File: src/rtl/tx_arbiter_if.sv
// rtl/tx_arbiter_if.sv - request, TX engine and reply-routing signals of the TX arbiter
`ifndef TX_CMD_BITS
`define TX_CMD_BITS 8
`endif

interface tx_arbiter_if #(
    parameter int CMD_BITS = `TX_CMD_BITS,
    parameter int NSHIFT   = 2
);
    // prefetcher requester
    logic                pf_cmd_valid;
    logic [CMD_BITS-1:0] pf_cmd;
    logic                pf_reply_wanted;
    logic [NSHIFT-1:0]   pf_data;
    logic                pf_started;
    logic                pf_data_next;

    // scheduler requester
    logic                sc_cmd_valid;
    logic [CMD_BITS-1:0] sc_cmd;
    logic                sc_reply_wanted;
    logic [NSHIFT-1:0]   sc_data;
    logic                sc_started;
    logic                sc_data_next;

    // grant fences
    logic                reserve_tx;
    logic                block_prefetch;

    // TX engine side
    logic                tx_command_valid;
    logic [CMD_BITS-1:0] tx_command;
    logic                tx_reply_wanted;
    logic [NSHIFT-1:0]   tx_data;
    logic                tx_command_started;
    logic                tx_data_next;
    logic                tx_done;

    // RX reply routing
    logic                rx_done;
    logic                rx_owner_valid;
    logic                rx_owner;
    logic                protocol_error;

    // arbiter view
    modport slave (
        input  pf_cmd_valid, pf_cmd, pf_reply_wanted, pf_data,
        output pf_started, pf_data_next,
        input  sc_cmd_valid, sc_cmd, sc_reply_wanted, sc_data,
        output sc_started, sc_data_next,
        input  reserve_tx, block_prefetch,
        output tx_command_valid, tx_command, tx_reply_wanted, tx_data,
        input  tx_command_started, tx_data_next, tx_done,
        input  rx_done,
        output rx_owner_valid, rx_owner, protocol_error
    );

    // requesters / TX engine / RX view
    modport master (
        output pf_cmd_valid, pf_cmd, pf_reply_wanted, pf_data,
        input  pf_started, pf_data_next,
        output sc_cmd_valid, sc_cmd, sc_reply_wanted, sc_data,
        input  sc_started, sc_data_next,
        output reserve_tx, block_prefetch,
        input  tx_command_valid, tx_command, tx_reply_wanted, tx_data,
        output tx_command_started, tx_data_next, tx_done,
        output rx_done,
        input  rx_owner_valid, rx_owner, protocol_error
    );
endinterface

File: src/rtl/tx_arbiter.sv
// rtl/tx_arbiter.sv - shares the serial TX channel between prefetcher and scheduler and tracks reply owners
`ifndef TX_CMD_BITS
`define TX_CMD_BITS 8
`endif

module tx_arbiter #(
    parameter int CMD_BITS    = `TX_CMD_BITS,
    parameter int NSHIFT      = 2,
    parameter int REPLY_DEPTH = 2   // power of two, at least 2
) (
    input  logic          clk,
    input  logic          reset_n,
    tx_arbiter_if.slave   bus
);

    localparam int PTR_W = $clog2(REPLY_DEPTH);
    localparam int CNT_W = PTR_W + 1;
    localparam logic [CNT_W-1:0] DEPTH_CNT = CNT_W'(REPLY_DEPTH);

    localparam logic [1:0] ST_IDLE   = 2'd0;
    localparam logic [1:0] ST_OWN_PF = 2'd1;
    localparam logic [1:0] ST_OWN_SC = 2'd2;

    logic [1:0]             state_q, state_d;
    logic [PTR_W-1:0]       wr_ptr_q, wr_ptr_d;
    logic [PTR_W-1:0]       rd_ptr_q, rd_ptr_d;
    logic [CNT_W-1:0]       count_q, count_d;
    logic [REPLY_DEPTH-1:0] owner_q, owner_d;
    logic                   err_q, err_d;

    logic                   in_idle;
    logic                   sc_req;
    logic                   pf_req;
    logic                   win_reply;
    logic                   fifo_blocked;
    logic                   sc_win;
    logic                   pf_win;
    logic                   cmd_valid;
    logic                   accept;
    logic                   fifo_empty;
    logic                   push;
    logic                   pop;

    // Arbitration in IDLE: scheduler first, prefetch only when nothing fences it.
    // A pop in the same cycle frees a slot, so a full FIFO does not block a grant while rx_done is high.
    always_comb begin
        in_idle      = (state_q == ST_IDLE);
        sc_req       = in_idle && bus.sc_cmd_valid;
        pf_req       = in_idle && !bus.sc_cmd_valid && bus.pf_cmd_valid
                       && !bus.reserve_tx && !bus.block_prefetch;
        win_reply    = sc_req ? bus.sc_reply_wanted : (pf_req && bus.pf_reply_wanted);
        fifo_blocked = win_reply && (count_q == DEPTH_CNT) && !bus.rx_done;
        sc_win       = sc_req && !fifo_blocked;
        pf_win       = pf_req && !fifo_blocked;
        cmd_valid    = sc_win || pf_win;
        accept       = cmd_valid && bus.tx_command_started;
    end

    // Command offer and acceptance strobes towards the TX engine and requesters.
    always_comb begin
        bus.tx_command_valid = cmd_valid;
        bus.tx_reply_wanted  = cmd_valid && win_reply;
        bus.tx_command       = '0;
        if (sc_win) begin
            bus.tx_command = bus.sc_cmd;
        end else if (pf_win) begin
            bus.tx_command = bus.pf_cmd;
        end
        bus.sc_started = sc_win && bus.tx_command_started;
        bus.pf_started = pf_win && bus.tx_command_started;
    end

    // Payload routing follows the registered owner; IDLE drives nothing.
    always_comb begin
        bus.tx_data      = '0;
        bus.pf_data_next = 1'b0;
        bus.sc_data_next = 1'b0;
        if (state_q == ST_OWN_PF) begin
            bus.tx_data      = bus.pf_data;
            bus.pf_data_next = bus.tx_data_next;
        end else if (state_q == ST_OWN_SC) begin
            bus.tx_data      = bus.sc_data;
            bus.sc_data_next = bus.tx_data_next;
        end
    end

    // Reply-owner FIFO: in-order record of who expects each outstanding reply.
    always_comb begin
        fifo_empty = (count_q == '0);
        push       = accept && win_reply;
        pop        = bus.rx_done && !fifo_empty;
        owner_d    = owner_q;
        wr_ptr_d   = wr_ptr_q;
        rd_ptr_d   = rd_ptr_q;
        count_d    = count_q;
        if (push) begin
            owner_d[wr_ptr_q] = sc_win;
            wr_ptr_d          = wr_ptr_q + 1'b1;
        end
        if (pop) begin
            rd_ptr_d = rd_ptr_q + 1'b1;
        end
        if (push && !pop) begin
            count_d = count_q + 1'b1;
        end else if (pop && !push) begin
            count_d = count_q - 1'b1;
        end
        bus.rx_owner_valid = !fifo_empty;
        bus.rx_owner       = fifo_empty ? 1'b0 : owner_q[rd_ptr_q];
    end

    // Ownership state: acceptance claims TX, tx_done hands it back.
    always_comb begin
        state_d = state_q;
        if (in_idle) begin
            if (accept) begin
                state_d = sc_win ? ST_OWN_SC : ST_OWN_PF;
            end
        end else if (bus.tx_done) begin
            state_d = ST_IDLE;
        end
    end

    // Sticky protocol error: unoffered accept, done while idle, or pop of an empty FIFO.
    always_comb begin
        err_d = err_q;
        if (bus.tx_command_started && !cmd_valid) begin
            err_d = 1'b1;
        end
        if (bus.tx_done && in_idle) begin
            err_d = 1'b1;
        end
        if (bus.rx_done && fifo_empty) begin
            err_d = 1'b1;
        end
        bus.protocol_error = err_q;
    end

    // State registers with synchronous active-low reset.
    always_ff @(posedge clk) begin
        if (!reset_n) begin
            state_q  <= ST_IDLE;
            wr_ptr_q <= '0;
            rd_ptr_q <= '0;
            count_q  <= '0;
            owner_q  <= '0;
            err_q    <= 1'b0;
        end else begin
            state_q  <= state_d;
            wr_ptr_q <= wr_ptr_d;
            rd_ptr_q <= rd_ptr_d;
            count_q  <= count_d;
            owner_q  <= owner_d;
            err_q    <= err_d;
        end
    end

endmodule

File: src/flat_wrapper.sv
// flat-port wrapper written by rule: the top's interface ports become plain ports
module tx_arbiter_flat 
#(
    parameter int CMD_BITS    = `TX_CMD_BITS,
    parameter int NSHIFT      = 2,
    parameter int REPLY_DEPTH = 2                              
)
  (clk, reset_n, bus_pf_cmd_valid, bus_pf_cmd, bus_pf_reply_wanted, bus_pf_data, bus_pf_started, bus_pf_data_next, bus_sc_cmd_valid, bus_sc_cmd, bus_sc_reply_wanted, bus_sc_data, bus_sc_started, bus_sc_data_next, bus_reserve_tx, bus_block_prefetch, bus_tx_command_valid, bus_tx_command, bus_tx_reply_wanted, bus_tx_data, bus_tx_command_started, bus_tx_data_next, bus_tx_done, bus_rx_done, bus_rx_owner_valid, bus_rx_owner, bus_protocol_error);
  tx_arbiter_if #(.CMD_BITS(CMD_BITS), .NSHIFT(NSHIFT)) bus_i ();
  input  logic clk;
  input  logic reset_n;
  input wire logic [$bits(bus_i.pf_cmd_valid)-1:0] bus_pf_cmd_valid;
  input wire logic [$bits(bus_i.pf_cmd)-1:0] bus_pf_cmd;
  input wire logic [$bits(bus_i.pf_reply_wanted)-1:0] bus_pf_reply_wanted;
  input wire logic [$bits(bus_i.pf_data)-1:0] bus_pf_data;
  output wire logic [$bits(bus_i.pf_started)-1:0] bus_pf_started;
  output wire logic [$bits(bus_i.pf_data_next)-1:0] bus_pf_data_next;
  input wire logic [$bits(bus_i.sc_cmd_valid)-1:0] bus_sc_cmd_valid;
  input wire logic [$bits(bus_i.sc_cmd)-1:0] bus_sc_cmd;
  input wire logic [$bits(bus_i.sc_reply_wanted)-1:0] bus_sc_reply_wanted;
  input wire logic [$bits(bus_i.sc_data)-1:0] bus_sc_data;
  output wire logic [$bits(bus_i.sc_started)-1:0] bus_sc_started;
  output wire logic [$bits(bus_i.sc_data_next)-1:0] bus_sc_data_next;
  input wire logic [$bits(bus_i.reserve_tx)-1:0] bus_reserve_tx;
  input wire logic [$bits(bus_i.block_prefetch)-1:0] bus_block_prefetch;
  output wire logic [$bits(bus_i.tx_command_valid)-1:0] bus_tx_command_valid;
  output wire logic [$bits(bus_i.tx_command)-1:0] bus_tx_command;
  output wire logic [$bits(bus_i.tx_reply_wanted)-1:0] bus_tx_reply_wanted;
  output wire logic [$bits(bus_i.tx_data)-1:0] bus_tx_data;
  input wire logic [$bits(bus_i.tx_command_started)-1:0] bus_tx_command_started;
  input wire logic [$bits(bus_i.tx_data_next)-1:0] bus_tx_data_next;
  input wire logic [$bits(bus_i.tx_done)-1:0] bus_tx_done;
  input wire logic [$bits(bus_i.rx_done)-1:0] bus_rx_done;
  output wire logic [$bits(bus_i.rx_owner_valid)-1:0] bus_rx_owner_valid;
  output wire logic [$bits(bus_i.rx_owner)-1:0] bus_rx_owner;
  output wire logic [$bits(bus_i.protocol_error)-1:0] bus_protocol_error;
  assign bus_i.pf_cmd_valid = bus_pf_cmd_valid;
  assign bus_i.pf_cmd = bus_pf_cmd;
  assign bus_i.pf_reply_wanted = bus_pf_reply_wanted;
  assign bus_i.pf_data = bus_pf_data;
  assign bus_pf_started = bus_i.pf_started;
  assign bus_pf_data_next = bus_i.pf_data_next;
  assign bus_i.sc_cmd_valid = bus_sc_cmd_valid;
  assign bus_i.sc_cmd = bus_sc_cmd;
  assign bus_i.sc_reply_wanted = bus_sc_reply_wanted;
  assign bus_i.sc_data = bus_sc_data;
  assign bus_sc_started = bus_i.sc_started;
  assign bus_sc_data_next = bus_i.sc_data_next;
  assign bus_i.reserve_tx = bus_reserve_tx;
  assign bus_i.block_prefetch = bus_block_prefetch;
  assign bus_tx_command_valid = bus_i.tx_command_valid;
  assign bus_tx_command = bus_i.tx_command;
  assign bus_tx_reply_wanted = bus_i.tx_reply_wanted;
  assign bus_tx_data = bus_i.tx_data;
  assign bus_i.tx_command_started = bus_tx_command_started;
  assign bus_i.tx_data_next = bus_tx_data_next;
  assign bus_i.tx_done = bus_tx_done;
  assign bus_i.rx_done = bus_rx_done;
  assign bus_rx_owner_valid = bus_i.rx_owner_valid;
  assign bus_rx_owner = bus_i.rx_owner;
  assign bus_protocol_error = bus_i.protocol_error;
  tx_arbiter #(.CMD_BITS(CMD_BITS), .NSHIFT(NSHIFT), .REPLY_DEPTH(REPLY_DEPTH)) u_core (.clk(clk), .reset_n(reset_n), .bus(bus_i));
endmodule
File: config.mk
export PLATFORM = sky130hd
export DESIGN_NAME = tx_arbiter_flat
export DESIGN_NICKNAME = d
export VERILOG_FILES = /design/src/rtl/tx_arbiter_if.sv /design/src/rtl/tx_arbiter.sv /design/src/flat_wrapper.sv
export SDC_FILE = /design/constraint.sdc
export NUM_CORES = 1
export LEC_CHECK = 0
export ABC_CLOCK_PERIOD_IN_PS = 3400
export BUFFER_PORTS_ARGS = -buffer_cell sky130_fd_sc_hd__buf_4
export CAP_MARGIN = 20
export CORE_MARGIN = 2
export CORE_UTILIZATION = 41
export DETAILED_ROUTE_END_ITERATION = 6
export GPL_ROUTABILITY_DRIVEN = 0
export HOLD_SLACK_MARGIN = 0.1
export PLACE_DENSITY = 0.94
export SLEW_MARGIN = 25
export SYNTH_ARGS = -nofsm -noshare
export SYNTH_HDL_FRONTEND = slang
export SYNTH_SLANG_ARGS = --single-unit
export TNS_END_PERCENT = 20
File: constraint.sdc
create_clock -name clk -period 3.4 [get_ports clk]
set_input_delay 0.17 -clock clk [delete_from_list [all_inputs] [get_ports clk]]
set_output_delay 0.17 -clock clk [all_outputs]
set_load 0.03 [all_outputs]
==> results.json, run 1 <==
{
  "status": "finished, final reports clean",
  "combPwrFrac_pct": 50.4,
  "rsz0062_at_grt": "false",
  "num_rows": 14,
  "syn-num-nets": 108,
  "drcViolationCount": 0,
  "internal_power_mw": 0.276,
  "syn_to_final_growth_pct": 63.9,
  "setup.worst_path.start": "u_core.state_q[1]",
  "endpoint": "u_core.count_q[1]",
  "placedCellCount": 141,
  "ys.warnings.count": 0,
  "grt_pass1_wl_microns": 3410,
  "worst_slew_pin_slew_ns": 0.577,
  "die_h_microns": 44.2,
  "fin_crit_sh_pct": 63.8,
  "routed-via-count": 813,
  "switchingPower_mw": 0.192,
  "final_cell_mix": "buf_4, a22o_1, dfxtp_1",
  "nFillCells": 126,
  "track_usage_pct": 23.6,
  "ctsHtreeMaxLevel": 1,
  "io_buffer_count": 50,
  "core_area_sq_um": 1510,
  "start_util_pct": 43.9,
  "pwr-share-clk_pct": 17.9,
  "setup_viol": 0,
  "antenna_found_initial": 0,
  "netlist_area_sq_um": 662,
  "grt_max_degree": 12,
  "synth_edf_count": 0,
  "layout_commonest_cell": "buf_4",
  "setup_tns_ns": 0,
  "clkTransAtPathRegs_ns": 0.07,
  "cp.arrival_ns": 2.38,
  "required_ns": 3.61,
  "ioPinCount": 51,
  "fin_area_sq_um": 1080,
  "avgSynthCellArea_sq_um": 8.83,
  "post_cts_resize_count": 0,
  "dp_hpwl_microns": 1760,
  "grt_overflow_total": 0,
  "grt_pass1_vias": 785,
  "clockBufferDepth": 2,
  "reg2reg_depth": 6,
  "max_freq_mhz": 461,
  "antenna_cells": 0,
  "yosysSeqAreaShare_pct": 27.2,
  "worst_slack_ns": 1.23,
  "worstPathMaxFanout": 6,
  "clock-sinks": 9,
  "root_buffer": "clkbuf_4",
  "ys_ff_latch": 9,
  "drt_iter0_markers": 9,
  "endpoint_kind": "register",
  "syn_inst": 75,
  "synthArstFlopShare_pct": 0,
  "detail-route-antenna-nets": 0,
  "hold_class": "in2reg",
  "synth_cell_types": 31,
  "r2r-start": "u_core.state_q[1]",
  "hold_violations": 0,
  "cp-start-kind": "register",
  "cts_hold_buf": 0,
  "cts_tree": "yes",
  "ir_drop_mv": 0.407,
  "post-route-util_pct": 72.0,
  "viasPerCell": 5.61,
  "finalCriticalPeriod_ns": 2.17,
  "drv_slew": 0,
  "critPathKind": "reg2reg",
  "fin_cells": 145,
  "slew-limit-headroom_pct": 61.5,
  "powerDensity_nw_per_um2": 432,
  "cts_setup_buffers": 0,
  "switching_share_pct": 41.1,
  "reg2reg_slack_ns": 1.23,
  "dieArea_sq_um": 1950,
  "worstReg2RegEnd": "u_core.count_q[1]",
  "power.leakage_nw": 0.523,
  "post_drt_wl_per_cell_microns": 14.8,
  "fin_nets": 163,
  "dr.pass1.iters": 4,
  "drive_gt1_share_pct": 46.5,
  "clkLatencyLatePin_ns": 0.27,
  "fin_skew_ns": 0.00923,
  "post-place-ws_ns": 1.23,
  "ys.flop_type": "dfxtp_1",
  "dpl_cell_area_sq_um": 1060,
  "cts_buffers": 3,
  "die_w_microns": 44.2,
  "cap_violations": 0,
  "pwr-share-seq_pct": 31.6,
  "routed_wirelength_microns": 2140
}
-- area by class of cell --
class                           instances  area (sq um)  share of cell area [%]
Tap cell                               16          20.0                    1.85
Clock buffer                            3          22.5                    2.08
Multi-Input combinational cell         63           467                    43.0
Clock inverter                          1          5.00                   0.461
Inverter                                2          7.51                   0.692
Timing Repair Buffer                   51           383                    35.3
Sequential cell                         9           180                    16.6
-- power groups by stage --
stage | Clock (mW) | Combinational, mW | Sequential (mW)
finish | 0.0840 | 0.236 | 0.148
global route | 0.0916 | 0.258 | 0.153
CTS | 0.0849 | 0.237 | 0.148
detailed placement | 0 | 0.237 | 0.150
global placement | 0 | 0.230 | 0.147
floorplan | 0 | 0.148 | 0.148
-- worst max-delay path, cell delays in order, from the launching register on --
cell and delay [ns]:
dfxtp_1 0.36, nor2_1 0.29, a32oi_2 0.23, nor3b_1 0.38, ha_1 0.34, or3_1 0.37
a21oi_1 0.13
-- registers in the layout, indices dropped and copies added, names as in the netlist --
name                       flops
u_core.owner_q                 2
u_core.wr_ptr_q                1
u_core.count_q                 2
u_core.state_q                 2
u_core.bus.protocol_error      1
u_core.rd_ptr_q                1
-- cells by family after synthesis --
logic type | Yosys count | synth area share, %
flops | 9 | 27.2
xor+xnor | 3 | 3.97
simple gates | 28 | 27.8
fa+ha+maj | 1 | 1.89
buf+inv | 3 | 2.27
mux | 2 | 3.02
compound gates | 29 | 33.8
-- cells in the mapped netlist (3+ instances only) --
cell type | n | area, sq um
and2_1 | 3 | 18.8
nor2b_1 | 4 | 25.0
nand2_1 | 3 | 11.3
nor2_1 | 6 | 22.5
dfxtp_1 | 9 | 180
xor2_1 | 3 | 26.3
a21oi_1 | 6 | 30.0
a22o_1 | 10 | 87.6
-- worst min path at each step --
stage | start | endpoint | slack, ns | cells past startpoint
2_1_floorplan | reset_n | u_core.state_q[0] | 0.29 | 1
3_3_place_gp | reset_n | u_core.state_q[0] | 0.41 | 2
3_5_place_dp | reset_n | u_core.state_q[0] | 0.41 | 2
4_1_cts | reset_n | u_core.state_q[0] | 0.13 | 2
5_1_grt | reset_n | u_core.state_q[0] | 0.13 | 2
6_report | reset_n | u_core.state_q[0] | 0.14 | 2
-- metal layers --
metal / routed length (microns) / GRT usage, % / up-vias
li1: - / - / 397
met1: 851 / 28.3 / 368
met2: 1080 / 40.3 / 41
met3: 170 / 5.31 / 7
met4: 42 / 10.3 / 0
met5: 0 / 0 / -
-- metrics by stage --
stage / hold WS, ns / power (mW)
after global routing: 0.133 / 0.503
final: 0.139 / 0.468
after CTS: 0.132 / 0.470
after detailed placement: 0.415 / 0.387
after global placement: 0.413 / 0.378
after floorplan: 0.288 / 0.296
Power figures use the tool's default switching activity.
==> inputs of run 2 (changes only) <==
--- a/config.mk
+++ b/config.mk
@@ -5,15 +5,15 @@
 export SDC_FILE = /design/constraint.sdc
 export NUM_CORES = 1
 export LEC_CHECK = 0
-export ABC_CLOCK_PERIOD_IN_PS = 3400
+export ABC_CLOCK_PERIOD_IN_PS = 2000
 export BUFFER_PORTS_ARGS = -buffer_cell sky130_fd_sc_hd__buf_4
 export CAP_MARGIN = 20
 export CORE_MARGIN = 2
-export CORE_UTILIZATION = 41
+export CORE_UTILIZATION = 38
 export DETAILED_ROUTE_END_ITERATION = 6
 export GPL_ROUTABILITY_DRIVEN = 0
 export HOLD_SLACK_MARGIN = 0.1
-export PLACE_DENSITY = 0.94
+export PLACE_DENSITY = 0.89
 export SLEW_MARGIN = 25
 export SYNTH_ARGS = -nofsm -noshare
 export SYNTH_HDL_FRONTEND = slang
==> constraint.sdc (replaced) <==
create_clock -name clk -period 2 [get_ports clk]
set_input_delay 0.1 -clock clk [delete_from_list [all_inputs] [get_ports clk]]
set_output_delay 0.1 -clock clk [all_outputs]
set_load 0.03 [all_outputs]
==> results.json, run 2 (synthesized netlist as in run 1, its figures left out) <==
{
  "powerDensity_nw_per_um2": 708,
  "nFillCells": 139,
  "fin_crit_sh_pct": 94.4,
  "clkTransAtPathRegs_ns": 0.05,
  "finalPower_mw": 0.804,
  "dr.pass1.iters": 4,
  "required_ns": 1.90,
  "hold_class": "in2reg",
  "dp_hpwl_microns": 1670,
  "cap_violations": 0,
  "hold_violations": 0,
  "cts_buffers": 3,
  "top_regs": "u_core.count_q: 2 flops, u_core.owner_q: 2 flops, u_core.state_q: 2 flops",
  "rsz0062_at_grt": "false",
  "track_usage_pct": 20.0,
  "fin_nets": 167,
  "antenna_found_initial": 0,
  "drt_iter0_markers": 18,
  "ir_drop_mv": 0.518,
  "critPathKind": "reg2out",
  "final_cell_mix": "buf_4, a22o_1, dfxtp_1",
  "start_util_pct": 39.2,
  "core_area_sq_um": 1690,
  "post-route-util_pct": 67.3,
  "cts_tree": "yes",
  "layout_commonest_cell": "buf_4",
  "worstPathMaxFanout": 9,
  "dpl_cell_area_sq_um": 1080,
  "drcViolationCount": 0,
  "viasPerCell": 5.40,
  "post_drt_wl_per_cell_microns": 13.9,
  "placedCellCount": 145,
  "clock-sinks": 9,
  "clockBufferDepth": 2,
  "fin_cells": 150,
  "antenna_cells": 0,
  "cp.arrival_ns": 1.79,
  "fin_area_sq_um": 1140,
  "root_buffer": "clkbuf_4",
  "setup_tns_ns": 0,
  "grt_overflow_total": 0,
  "die_w_microns": 45.7,
  "endpoint_kind": "output port",
  "finalCriticalPeriod_ns": 1.89,
  "power.leakage_nw": 0.543,
  "clkLatencyLatePin_ns": 0.26,
  "ctsHtreeMaxLevel": 1,
  "detail-route-antenna-nets": 0,
  "ioPinCount": 51,
  "io_buffer_count": 50,
  "grt_max_degree": 11,
  "slew-limit-headroom_pct": 74.4,
  "syn_to_final_growth_pct": 71.6,
  "dieArea_sq_um": 2090,
  "grt_pass1_wl_microns": 3030,
  "max_freq_mhz": 530,
  "cp-start-kind": "register",
  "num_rows": 15,
  "routed-via-count": 810,
  "routed_wirelength_microns": 2090,
  "die_h_microns": 45.7,
  "fin_skew_ns": 0.00480,
  "worst_slew_pin_slew_ns": 0.384,
  "drv_slew": 0,
  "reg2reg_slack_ns": 0.16,
  "setup_viol": 0,
  "grt_pass1_vias": 741,
  "status": "finished, final reports clean",
  "drive_gt1_share_pct": 48.9
}
-- run 2: final timing paths --
check / from / end / depth (start not counted)
worst min register to register: u_core.owner_q[0] / u_core.owner_q[0] / 2
worst max-delay path: u_core.state_q[1] / bus_tx_command[7] / 4
worst max register to register: u_core.state_q[1] / u_core.count_q[1] / 6
worst min-delay path: bus_tx_command_started / u_core.bus.protocol_error / 3
-- run 2: worst max-delay path: stages, from the launching register on --
cell	delay, ns
dfxtp_1	0.37
or3b_1	0.51
a21oi_4	0.29
a22o_1	0.21
buf_4	0.16
-- run 2: routing by layer --
layer	wire [microns]	up-vias	track usage (%)
met2	1050	28	31.8
met5	0	-	0
li1	-	406	-
met3	118	0	6.35
met4	0	0	6.86
met1	919	376	25.2
-- run 2: through the flow --
| stage | hold WS, ns | setup WS, ns |
|---|---|---|
| floorplan | 0.218 | 0.0677 |
| global placement | 0.342 | 0.105 |
| detailed placement | 0.348 | 0.0111 |
| CTS | 0.139 | 0.0591 |
| global route | 0.151 | 0.0400 |
| finish | 0.154 | 0.112 |
-- run 2: repair_timing --
item | 4_1_cts | 5_1_grt
resized for setup | 2 | 2
hold endpoints to repair | 2 | 0
buffers inserted | 0 | 0
hold buffers | 1 | 0
setup endpoints to repair | 9 | 10
-- run 2: cell type report --
| cell class | count | area (sq um) | area share [%] |
|---|---|---|---|
| inverter | 2 | 7.51 | 0.661 |
| multi-input combinational | 63 | 485 | 42.7 |
| sequential | 9 | 180 | 15.9 |
| tap | 17 | 21.3 | 1.87 |
| timing repair buffer | 55 | 415 | 36.6 |
| clock buffer | 4 | 26.3 | 2.31 |
-- run 2: power by group --
part | leakage, nW | total, mW | switching, mW | internal [mW]
logic | 0.454 | 0.417 | 0.229 | 0.189
registers | 0.0737 | 0.251 | 0.0370 | 0.214
clock network | 0.0150 | 0.136 | 0.0596 | 0.0766
total | 0.543 | 0.804 | 0.325 | 0.479
